### src/rtl/morse_timebase.sv
// Morse front end: unit time-base, debounced START pulse and BUSY message window.
// Optional define MORSE_RETRIGGER_EN lets a press during an active window restart it.
module morse_timebase #(
    parameter int unsigned UNIT_DIV  = 25000000,
    parameter int unsigned DB_CYCLES = 500000
) (
    input  logic       clk_i,
    input  logic       rst_i,
    input  logic       key_n_i,
    input  logic [2:0] units_i,
    output logic       tick_o,
    output logic       start_o,
    output logic       busy_o,
    output logic [2:0] unit_idx_o,
    output logic       key_level_o
);

    localparam int unsigned PreW = (UNIT_DIV > 2) ? $clog2(UNIT_DIV) : 1;
    localparam int unsigned DbW  = (DB_CYCLES > 2) ? $clog2(DB_CYCLES) : 1;
    localparam logic [PreW-1:0] PreMax = PreW'(UNIT_DIV - 1);
    localparam logic [DbW-1:0]  DbMax  = DbW'(DB_CYCLES - 1);

    typedef enum logic [0:0] {StIdle, StActive} state_e;

    logic            s1_q, s2_q;
    logic            stable_q, stable_d;
    logic [DbW-1:0]  db_cnt_q, db_cnt_d;
    logic [PreW-1:0] pre_q, pre_d;
    logic            tick_q, start_q;
    state_e          state_q, state_d;
    logic [2:0]      len_q, len_d;
    logic [2:0]      idx_q, idx_d;
    logic            press;
    logic            accept;
    logic            unit_tick;

    // Two-flop synchronizer; both flops reset to the released level.
    always_ff @(posedge clk_i or posedge rst_i) begin
        if (rst_i) begin
            s1_q <= 1'b1;
            s2_q <= 1'b1;
        end else begin
            s1_q <= key_n_i;
            s2_q <= s1_q;
        end
    end

    always_comb begin
        stable_d = stable_q;
        db_cnt_d = db_cnt_q;
        if (s2_q == stable_q) begin
            db_cnt_d = '0;
        end else if (db_cnt_q == DbMax) begin
            stable_d = s2_q;
            db_cnt_d = '0;
        end else begin
            db_cnt_d = db_cnt_q + 1'b1;
        end
    end

    assign press = stable_q & ~stable_d;

`ifdef MORSE_RETRIGGER_EN
    assign accept = press;
`else
    assign accept = press & (state_q == StIdle);
`endif

    // An accepted press restarts the unit phase, so no tick can coincide with it.
    assign unit_tick = (pre_q == PreMax) & ~accept;

    always_comb begin
        pre_d = pre_q + 1'b1;
        if (accept || (pre_q == PreMax)) begin
            pre_d = '0;
        end
    end

    always_ff @(posedge clk_i or posedge rst_i) begin
        if (rst_i) begin
            stable_q <= 1'b1;
            db_cnt_q <= '0;
            pre_q    <= '0;
            tick_q   <= 1'b0;
            start_q  <= 1'b0;
        end else begin
            stable_q <= stable_d;
            db_cnt_q <= db_cnt_d;
            pre_q    <= pre_d;
            tick_q   <= unit_tick;
            start_q  <= accept;
        end
    end

    // FSM state register.
    always_ff @(posedge clk_i or posedge rst_i) begin
        if (rst_i) begin
            state_q <= StIdle;
            len_q   <= '0;
            idx_q   <= '0;
        end else begin
            state_q <= state_d;
            len_q   <= len_d;
            idx_q   <= idx_d;
        end
    end

    // FSM next-state logic.
    always_comb begin
        state_d = state_q;
        len_d   = len_q;
        idx_d   = idx_q;
        unique case (state_q)
            StIdle: begin
                if (accept && (units_i != 3'd0)) begin
                    state_d = StActive;
                    len_d   = units_i;
                    idx_d   = 3'd0;
                end
            end
            StActive: begin
                if (accept) begin
                    len_d = units_i;
                    idx_d = 3'd0;
                    if (units_i == 3'd0) begin
                        state_d = StIdle;
                    end
                end else if (unit_tick) begin
                    if ((idx_q + 3'd1) == len_q) begin
                        state_d = StIdle;
                        idx_d   = 3'd0;
                    end else begin
                        idx_d = idx_q + 3'd1;
                    end
                end
            end
            default: begin
                state_d = StIdle;
                idx_d   = 3'd0;
            end
        endcase
    end

    // FSM outputs; all are straight from registers.
    always_comb begin
        busy_o      = (state_q == StActive);
        unit_idx_o  = idx_q;
        tick_o      = tick_q;
        start_o     = start_q;
        key_level_o = ~stable_q;
    end

endmodule

### config.mk
export PLATFORM = sky130hd
export DESIGN_NAME = morse_timebase
export DESIGN_NICKNAME = d
export VERILOG_FILES = /design/src/rtl/morse_timebase.sv
export SDC_FILE = /design/constraint.sdc
export NUM_CORES = 1
export LEC_CHECK = 0
export ABC_AREA = 0
export ABC_CLOCK_PERIOD_IN_PS = 1680
export CAP_MARGIN = 25
export CORE_MARGIN = 2
export CORE_UTILIZATION = 30
export CTS_BUF_LIST = sky130_fd_sc_hd__clkbuf_2
export DETAILED_ROUTE_END_ITERATION = 7
export PLACE_DENSITY = 0.44
export SETUP_SLACK_MARGIN = 0.5
export SKIP_LAST_GASP = 1
export SLEW_MARGIN = 20
export SYNTH_ARGS = -nofsm -noshare
export SYNTH_HDL_FRONTEND = slang
export SYNTH_SLANG_ARGS = --single-unit
### constraint.sdc
create_clock -name clk_i -period 1.68 [get_ports clk_i]
set_input_delay 0.168 -clock clk_i [delete_from_list [all_inputs] [get_ports clk_i]]
set_output_delay 0.168 -clock clk_i [all_outputs]
set_load 0.02 [all_outputs]
==> key figures, run 1 <==
Floorplan
  – # IOs: 13
  – Row cnt: 35
  – Initial Util: 30.5%
  – Die ar.: 10100 um^2
  – Overall die width: 100 um
  – Core ar.: 9150 um^2
  – Die Ht: 100 um

Power and ir drop
  – Clock power share: 26.4%
  – Sw frac: 25.1%
  – Switching pwr: 0.513 mW
  – VDD IR-drop max: 0.000215 V
  – Leakage Power: 1.77 nW
  – Sequential fraction of design power: 67.2%
  – Combinational power share: 6.4%
  – Internal power: 1.53 mW
  – Power, Total: 2.04 mW
  – Power Density: 505 nW/um^2

Clock network
  – Clock latency on the worst-skew pair: 0.44 ns
  – Worst-path clk slew: 0.29 ns
  – Max Buffers Root-to-Sink: 2
  – Hold_buf cts: 0
  – Inserted Clock Buffers: 5
  – Root Driver: clkbuf_2
  – CTS tree: built
  – CTS H-tree depth: 2
  – Clk sinks: 56

Finish
  – Finished Layout Cells: 478
  – Fillers: 884
  – Final #Nets: 375
  – Diodes inserted: 0
  – Area Overhead vs Synth: 44.9%
  – Layout cell share with drive strength beyond 1: 41.4%

Route
  – Post-Route WL: 6.19 mm
  – Via density: 4.55
  – Initial DRC count: 33
  – DR WL/cell: 13.0 um
  – Via count: 2173
  – Remaining antenna violation count: 0
  – Drt drc: 0
  – DR pass1 iterations: 4

Logic synthesis
  – Xor and xnor area share after synthesis: 14.3%
  – Synth Flop Type: dfrtp_1
  – Largest family of logic cells by synthesized area: simple AND/OR/NAND/NOR gates
  – Asr flop ratio synth: 100%
  – Synth Area in Simple Gates: 28.0%
  – Synthesized net count: 278
  – Adder-Cell Fraction of Synth Area: 1.34%
  – Mapped Area: 2790 um^2
  – Yosys Warn Count: 0
  – Distinct cells, synth: 41
  – Post-Syn Area per Cell: 10.4 um^2
  – Multiplexer share of the synthesized area: 1.48%
  – Flops & latches, synth: 56
  – Post-synthesis compound-gate area fraction: 2.02%
  – Register area share after synthesis: 50.3%
  – Syn Inst Count: 269
  – Post-synth EDFFs: 0

Worst setup path
  – Setup crit end kind: flop
  – FF-to-FF path depth: 5
  – FF-to-FF End: len_q[0]
  – Crit Reg-Reg Startpoint: stable_q
  – Worst setup path startpoint: stable_q
  – CP required: 2.05 ns
  – Crit Path Category: flop to flop
  – Critical path peak fanout: 3
  – R2R Setup Slk: -0.18 ns
  – Worst EP arrival: 2.23 ns
  – Startpoint Class: flop

STA
  – Setup-failing EPs final: 33
  – Min setup slack post-route: -0.179 ns
  – RSZ-0062 raised after global routing: true
  – Crit share post-route: 111%
  – Fin. max-slew vios: 0
  – Final hold vios: 0
  – Hold Slack: 0.0890 ns
  – F_max: 538 MHz
  – Worst-Margin Slew: 0.411 ns
  – Fin crit period: 1.86 ns
  – Setup TNS: -4.48 ns
  – Rel. slew slack: 72.4%
  – Final Skew: 0.0121 ns

Run
  – Max-cap viol count: 0

Placement
  – GPL Wtd Cong: 0.754
  – Dpl cells: 455
  – Port Buffer Count: 12
  – Detail Placement HPWL: 3.92 mm

Global route
  – GRT overflow: 0
  – Pin count of the biggest net entering global routing: 57
  – GR Util All Layers: 12.5%
  – Initial antenna violation count: 0
  – Vias in the first global route: 2166
  – Global-route wire length before repair: 10.0 mm

Status
  – Failing checks: negative setup slack
  – Status: finished with violations

Min path
  – Min-Delay Path Class: primary input to asynchronous set/reset pin
## kinds of logic after synthesis
family / Yosys count
adders and majority gates: 3
and+or+nand+nor: 140
muxes: 3
AOI/OAI and AO/OA: 8
buffers and inverters: 15
DFF: 56
xor gates and xnor gates: 44
## per-stage QoR
stage               cell area [um^2]  setup WS (ns)  util (%)
finish                          4040         -0.179      44.2
global route                    4040         -0.247      44.2
CTS                             3720         -0.158      40.6
detailed placement              3580         -0.224      39.1
global placement                3580         -0.173      39.1
floorplan                       2830         -0.185         -
## flip-flops by register name (all words and copies together), names as in the netlist
name        count
unit_idx_o      3
busy_o          1
pre_q          25
s1_q            1
tick_o          1
start_o         1
len_q           3
stable_q        1
s2_q            1
db_cnt_q       19
## worst max path at each step
stage / to / slack, ns / depth (start not counted)
after floorplan: unit_idx_o[0] / -0.19 / 5
after global placement: unit_idx_o[1] / -0.17 / 5
after detailed placement: unit_idx_o[1] / -0.22 / 5
after CTS: unit_idx_o[1] / -0.16 / 5
after global routing: pre_q[20] / -0.25 / 7
final: len_q[0] / -0.18 / 5
## cells in the final DEF (no fill, tap or decap), types with 3 or more instances in the layout
master and instances:
buf_4 66, dfrtp_1 53, nor2_1 42, xnor2_1 22
xor2_1 18, nand3_1 17, buf_6 17, nor2_4 12
nand2_1 12, inv_1 8, nand4_1 8, nor3_1 7
clkbuf_2 6, nor4_1 5, clkdlybuf4s50_1 5, and3_1 4
and4_4 3, nor4_4 3, nand3_2 3, nor2_2 3
mux2_4 3, clkbuf_16 3, buf_12 3, dfstp_2 3
## cells in the mapped netlist, types with 3 or more instances
| library cell | instances | area, um^2 |
|---|---|---|
| nor4_1 | 5 | 31.3 |
| nand3_1 | 20 | 100 |
| nor2_1 | 56 | 210 |
| dfrtp_1 | 53 | 1330 |
| ha_1 | 3 | 37.5 |
| inv_1 | 10 | 37.5 |
| xor2_1 | 20 | 175 |
| nand2_1 | 13 | 48.8 |
| nand4_1 | 8 | 50.1 |
| nor3_1 | 8 | 40.0 |
| xnor2_1 | 23 | 201 |
| and3_1 | 4 | 25.0 |
| dfstp_2 | 3 | 78.8 |
| and4_1 | 5 | 43.8 |
| buf_4 | 3 | 22.5 |
| o21ai_0 | 3 | 15.0 |
## worst max-delay path: stages, from the launching register on
cell and delay [ns]:
dfstp_2 0.62, inv_4 0.03, or3_4 0.37, nor4_4 0.31, buf_4 0.18, mux2_4 0.28
## layer usage
metal  track usage, %  up-vias  wire length, um
li1                 -     1099                -
met1             17.2     1050             3030
met2             20.0       17             2950
met3             2.64        7              151
met4             3.48        0               57
met5                0        -                0
## timing repair
| item | 4_1_cts | 5_1_grt |
|---|---|---|
| endpoints found under the hold margin | 0 | 0 |
| buffers inserted | 4 | 6 |
| gates cloned | 1 | 4 |
| setup endpoints to repair | 60 | 61 |
| gates resized for setup | 47 | 53 |
| pin swaps | 5 | 17 |
## power groups by stage
stage | Clock, mW | Combinational, mW | Sequential [mW]
after floorplan | 0 | 0.0506 | 1.39
after global placement | 0 | 0.102 | 1.39
after detailed placement | 0 | 0.101 | 1.39
after CTS | 0.592 | 0.102 | 1.37
after global routing | 0.629 | 0.144 | 1.37
final | 0.538 | 0.132 | 1.37
## layout make-up
type                    count  area, um^2  area share, %
repair buffers             95         900           22.2
flip-flops and latches     56        1410           34.7
well taps                 111         139           3.43
multi-input cells         198        1520           37.5
clock buffers               6        30.0          0.743
inverters                  10        43.8           1.08
clock inverters             2        11.3          0.278
Note: power is estimated with default switching activity, not from simulation.
==> run 2, diff against run 1 <==
--- a/config.mk
+++ b/config.mk
@@ -10,10 +10,11 @@
 export CAP_MARGIN = 25
 export CORE_MARGIN = 2
 export CORE_UTILIZATION = 30
-export CTS_BUF_LIST = sky130_fd_sc_hd__clkbuf_2
+export CTS_BUF_LIST = sky130_fd_sc_hd__clkbuf_8
 export DETAILED_ROUTE_END_ITERATION = 7
 export PLACE_DENSITY = 0.44
 export SETUP_SLACK_MARGIN = 0.5
+export SKIP_CTS_REPAIR_TIMING = 1
 export SKIP_LAST_GASP = 1
 export SLEW_MARGIN = 20
 export SYNTH_ARGS = -nofsm -noshare
==> run 2 against run 1 <==
Effect of this change: the flow still finishes with violations (negative setup slack); cell count decreased by 1.9%; setup slack improved by 0.0080 ns; non-clock buffer count decreased by 9; first-iteration DRC count increased by 73%; clock skew decreased by 0.0015 ns; combinational power decreased by 25%; sequential power about the same; critical path depth unchanged; clock power increased by 47%; power increased by 11%; maximum frequency increased by 0.43%; critical path type unchanged; highest routed layer unchanged.
==> key figures, run 2 (synthesis gave the netlist of run 1 again) <==
Finish
  – Layout cell share with drive strength beyond 1: 38.8%
  – Diodes inserted: 0
  – Finished Layout Cells: 469
  – Area Overhead vs Synth: 39.9%
  – Post-route cell area: 3910 um^2
  – Top Registers: pre_q x25, db_cnt_q x19
  – Commonest non-fill, non-tap cell in the layout: buf_4
  – Top reg by flops: pre_q
  – Final #Nets: 366
  – Max reg flops: 25
  – Most frequent cells in the layout: 64 x buf_4, 52 x dfrtp_1, 32 x nor2_1

Global route
  – Pin count of the biggest net entering global routing: 57
  – GR Util All Layers: 12.3%
  – Initial antenna violation count: 0
  – GRT overflow: 0
  – Vias in the first global route: 2147
  – Global-route wire length before repair: 9.83 mm

Floorplan
  – Row cnt: 35
  – Core ar.: 9150 um^2
  – Initial Util: 30.5%
  – # IOs: 13
  – Die ar.: 10100 um^2
  – Overall die width: 100 um
  – Die Ht: 100 um

STA
  – Fin crit period: 1.85 ns
  – RSZ-0062 raised after global routing: true
  – Final hold vios: 0
  – Setup TNS: -3.87 ns
  – F_max: 540 MHz
  – Rel. slew slack: 74.3%
  – Setup-failing EPs final: 33
  – Crit share post-route: 110%
  – Final Skew: 0.0107 ns
  – Min setup slack post-route: -0.171 ns
  – Fin. max-slew vios: 0
  – Worst-Margin Slew: 0.382 ns

Clock network
  – Clk sinks: 56
  – Worst-path clk slew: 0.11 ns
  – CTS tree: built
  – Max Buffers Root-to-Sink: 2
  – Clock latency on the worst-skew pair: 0.32 ns
  – Inserted Clock Buffers: 5
  – Root Driver: clkbuf_8
  – CTS H-tree depth: 2

Worst setup path
  – Critical path endpoint: len_q[0]
  – Worst setup path startpoint: db_cnt_q[6]
  – Critical path peak fanout: 4
  – FF-to-FF path depth: 5
  – R2R Setup Slk: -0.17 ns
  – Worst EP arrival: 2.05 ns
  – Setup crit end kind: flop
  – FF-to-FF End: len_q[0]
  – Startpoint Class: flop
  – CP required: 1.88 ns
  – Crit Path Category: flop to flop
  – Crit Reg-Reg Startpoint: db_cnt_q[6]

Placement
  – Detail Placement HPWL: 3.92 mm
  – Dpl cells: 455
  – Port Buffer Count: 12
  – Cell Area, Placed: 3580 um^2
  – Pre-CTS WS: -0.224 ns
  – GPL Wtd Cong: 0.754

Route
  – Drt drc: 0
  – DR WL/cell: 12.8 um
  – Via count: 2102
  – DR pass1 iterations: 6
  – Remaining antenna violation count: 0
  – Initial DRC count: 57
  – Post-Route WL: 6.02 mm
  – Via density: 4.48

Power and ir drop
  – VDD IR-drop max: 0.000343 V
  – Power, Total: 2.26 mW
  – Power Density: 578 nW/um^2
  – Leakage Power: 1.74 nW

Status
  – Failing checks: negative setup slack
  – Status: finished with violations

Min path
  – Min-Delay Path Class: primary input to flop

Run
  – Max-cap viol count: 0
## run 2: how the worst min path moves through the flow
stage / from / slack, ns / cells past startpoint / to
2_1_floorplan: key_n_i / 0.17 / 0 / s1_q
3_3_place_gp: s1_q / 0.35 / 0 / s2_q
3_5_place_dp: s1_q / 0.35 / 0 / s2_q
4_1_cts: key_n_i / 0.24 / 1 / s1_q
5_1_grt: key_n_i / 0.23 / 1 / s1_q
6_report: key_n_i / 0.25 / 1 / s1_q
## run 2: power by group
part           total (mW)  switching, mW  internal (mW)
sequential           1.37        0.00681           1.36
clock               0.793          0.462          0.331
combinational      0.0995         0.0560         0.0434
## run 2: final cells by class
cell class,instances,area (um^2)
Fill cell,898,5250
Inverter,10,43.8
Tap cell,111,139
Clock inverter,2,11.3
Timing Repair Buffer,86,776
Clock buffer,6,82.6
Multi-Input combinational cell,198,1450
Sequential cell,56,1410
## run 2: metrics by stage
step / utilization [%] / hold slack, ns
3_5_place_dp: 39.1 / 0.348
6_report: 42.7 / 0.254
3_3_place_gp: 39.1 / 0.355
4_1_cts: 40.2 / 0.237
5_1_grt: 42.7 / 0.226
2_1_floorplan: - / 0.172
## run 2: metal layers
layer | vias up | routed length [um] | track usage [%]
met5 | - | 0 | 0
met2 | 18 | 2770 | 19.5
met3 | 4 | 163 | 3.47
met1 | 998 | 3050 | 16.7
li1 | 1082 | - | -
met4 | 0 | 41 | 3.37
## run 2: critical path, cell delays in order, from the launching register on
cell     delay (ns)
dfrtp_2        0.46
nor4_4         0.30
nand4_4        0.16
nor4_4         0.35
buf_4          0.19
mux2_4         0.29
==> run 3, diff against run 2 <==
--- a/config.mk
+++ b/config.mk
@@ -6,13 +6,13 @@
 export NUM_CORES = 1
 export LEC_CHECK = 0
 export ABC_AREA = 0
-export ABC_CLOCK_PERIOD_IN_PS = 1680
+export ABC_CLOCK_PERIOD_IN_PS = 1800
 export CAP_MARGIN = 25
 export CORE_MARGIN = 2
 export CORE_UTILIZATION = 30
 export CTS_BUF_LIST = sky130_fd_sc_hd__clkbuf_8
 export DETAILED_ROUTE_END_ITERATION = 7
-export PLACE_DENSITY = 0.44
+export PLACE_DENSITY = 0.42
 export SETUP_SLACK_MARGIN = 0.5
 export SKIP_CTS_REPAIR_TIMING = 1
 export SKIP_LAST_GASP = 1
==> constraint.sdc (replaced) <==
create_clock -name clk_i -period 1.8 [get_ports clk_i]
set_input_delay 0.18 -clock clk_i [delete_from_list [all_inputs] [get_ports clk_i]]
set_output_delay 0.18 -clock clk_i [all_outputs]
set_load 0.02 [all_outputs]
==> run 3 against run 2 <==
Effect of this change: sequential share of layout area is 1.8 points lower; sequential power decreased by 7%; global-route usage increased by 0.097 points; largest cell class unchanged; the flow still finishes with violations (negative setup slack); power decreased by 0.78%; critical endpoint is now pre_q[18]; via count grew 2.4%; maximum frequency grew 0.54%; clock power increased by 6.2%.
==> key figures, run 3 (synthesis gave the netlist of run 1 again) <==
Floorplan
  – Core ar.: 9150 um^2
  – Row cnt: 35
  – Die Ht: 100 um
  – # IOs: 13
  – Initial Util: 30.5%
  – Overall die width: 100 um
  – Die ar.: 10100 um^2

Clock network
  – CTS tree: built
  – Clock latency on the worst-skew pair: 0.32 ns
  – CTS H-tree depth: 2
  – Worst-path clk slew: 0.11 ns
  – Root Driver: clkbuf_8
  – Inserted Clock Buffers: 5
  – Max Buffers Root-to-Sink: 2
  – Clk sinks: 56

STA
  – Setup TNS: -0.713 ns
  – Fin. max-slew vios: 0
  – Final Skew: 0.0165 ns
  – Setup-failing EPs final: 25
  – F_max: 543 MHz
  – RSZ-0062 raised after global routing: true
  – Fin crit period: 1.84 ns
  – Final hold vios: 0
  – Crit share post-route: 102%
  – Worst-Margin Slew: 0.450 ns
  – Min setup slack post-route: -0.0410 ns
  – Rel. slew slack: 69.9%
  – Hold Slack: 0.211 ns

Placement
  – GPL Wtd Cong: 0.763
  – Dpl cells: 440
  – Detail Placement HPWL: 4.03 mm
  – Pre-CTS WS: -0.0372 ns
  – Port Buffer Count: 12
  – Cell Area, Placed: 3480 um^2

Worst setup path
  – Crit Reg-Reg Startpoint: stable_q
  – Buffers and inverters on the worst path: 3
  – R2R Setup Slk: -0.04 ns
  – Worst setup path startpoint: stable_q
  – Critical path endpoint: pre_q[18]
  – FF-to-FF End: pre_q[18]
  – CP max stage cell: dfstp_2
  – Worst EP arrival: 2.05 ns
  – Worst stage delay on the critical path: 0.58 ns
  – Worst-path cell chain: inv_4, or3_4, buf_6, nor3_4, or2_4, clkbuf_16, nor2_1
  – CP required: 2.01 ns
  – FF-to-FF path depth: 7
  – Worst path top cell family by delay: simple AND/OR/NAND/NOR gates
  – CP Depth: 7
  – Startpoint Class: flop
  – Crit Path Category: flop to flop
  – Setup crit end kind: flop
  – Critical path peak fanout: 6

Status
  – Failing checks: negative setup slack
  – Status: finished with violations

Finish
  – Final #Nets: 363
  – Top Registers: pre_q x25, db_cnt_q x19
  – Max reg flops: 25
  – Finished Layout Cells: 466
  – Fillers: 878
  – Commonest non-fill, non-tap cell in the layout: buf_4
  – Top reg by flops: pre_q
  – Diodes inserted: 0
  – Most frequent cells in the layout: 55 x buf_4, 53 x dfrtp_1, 26 x nor2_1
  – Post-route cell area: 4110 um^2
  – Area Overhead vs Synth: 47.3%
  – Layout cell share with drive strength beyond 1: 42.8%

Route
  – Post-Route WL: 6.45 mm
  – DR WL/cell: 13.8 um
  – Initial DRC count: 61
  – DR pass1 iterations: 4
  – Remaining antenna violation count: 0
  – Via density: 4.62
  – Via count: 2153
  – Drt drc: 0

Global route
  – Global-route wire length before repair: 9.91 mm
  – Initial antenna violation count: 0
  – Pin count of the biggest net entering global routing: 26
  – Grt peak-use layer: met2
  – GR Util All Layers: 12.4%
  – Grt met3 use: 1.87%
  – GRT overflow: 0
  – Vias in the first global route: 2031
  – Met2 usage: 18.7%
  – GR Util met1: 18.1%

Power and ir drop
  – VDD IR-drop max: 0.000321 V
  – Leakage Power: 1.83 nW
  – Power Density: 545 nW/um^2

Min path
  – Min-Delay Path Class: primary input to asynchronous set/reset pin

Run
  – Max-cap viol count: 0
-- run 3: metal layers --
layer | routed length (um) | share of wire [%]
met1 | 3150 | 49
met2 | 3130 | 48
met3 | 107 | 1.7
met4 | 65 | 1.0
met5 | 0 | 0
-- run 3: power by group --
part           switching (mW)  leakage, nW  internal (mW)
sequential            0.00753        0.748           1.27
clock                   0.429       0.0541          0.413
combinational          0.0638         1.03         0.0588
total                   0.500         1.83           1.74
-- run 3: layout make-up --
class | instances | area [um^2] | share of cell area (%)
repair buffers | 83 | 820 | 19.9
well taps | 111 | 139 | 3.38
clock buffers | 5 | 68.8 | 1.67
clock inverters | 3 | 42.5 | 1.03
inverters | 10 | 43.8 | 1.06
multi-input cells | 198 | 1590 | 38.8
flip-flops and latches | 56 | 1410 | 34.2
-- run 3: worst register-to-register path, delay by kind of cell, from the launching register on --
| family | cells | cell delay [ns] |
|---|---|---|
| and+or+nand+nor | 4 | 0.81 |
| DFF | 1 | 0.58 |
| buffers and inverters | 3 | 0.33 |
-- run 3: how the worst min path moves through the flow --
stage / from / endpoint / slack [ns] / cells after the start
after global placement: s1_q / s2_q / 0.35 / 0
after CTS: rst_i / db_cnt_q[12] / 0.23 / 2
after detailed placement: s1_q / s2_q / 0.35 / 0
after floorplan: key_n_i / s1_q / 0.18 / 0
final: rst_i / db_cnt_q[11] / 0.21 / 2
after global routing: rst_i / db_cnt_q[12] / 0.23 / 2
-- run 3: through the flow --
stage                     utilization [%]  power [mW]
after CTS                            39.3        2.24
after global routing                 44.9        2.33
final                                44.9        2.24
after global placement               38.0        1.40
after detailed placement             38.0        1.39
after floorplan                         -        1.35
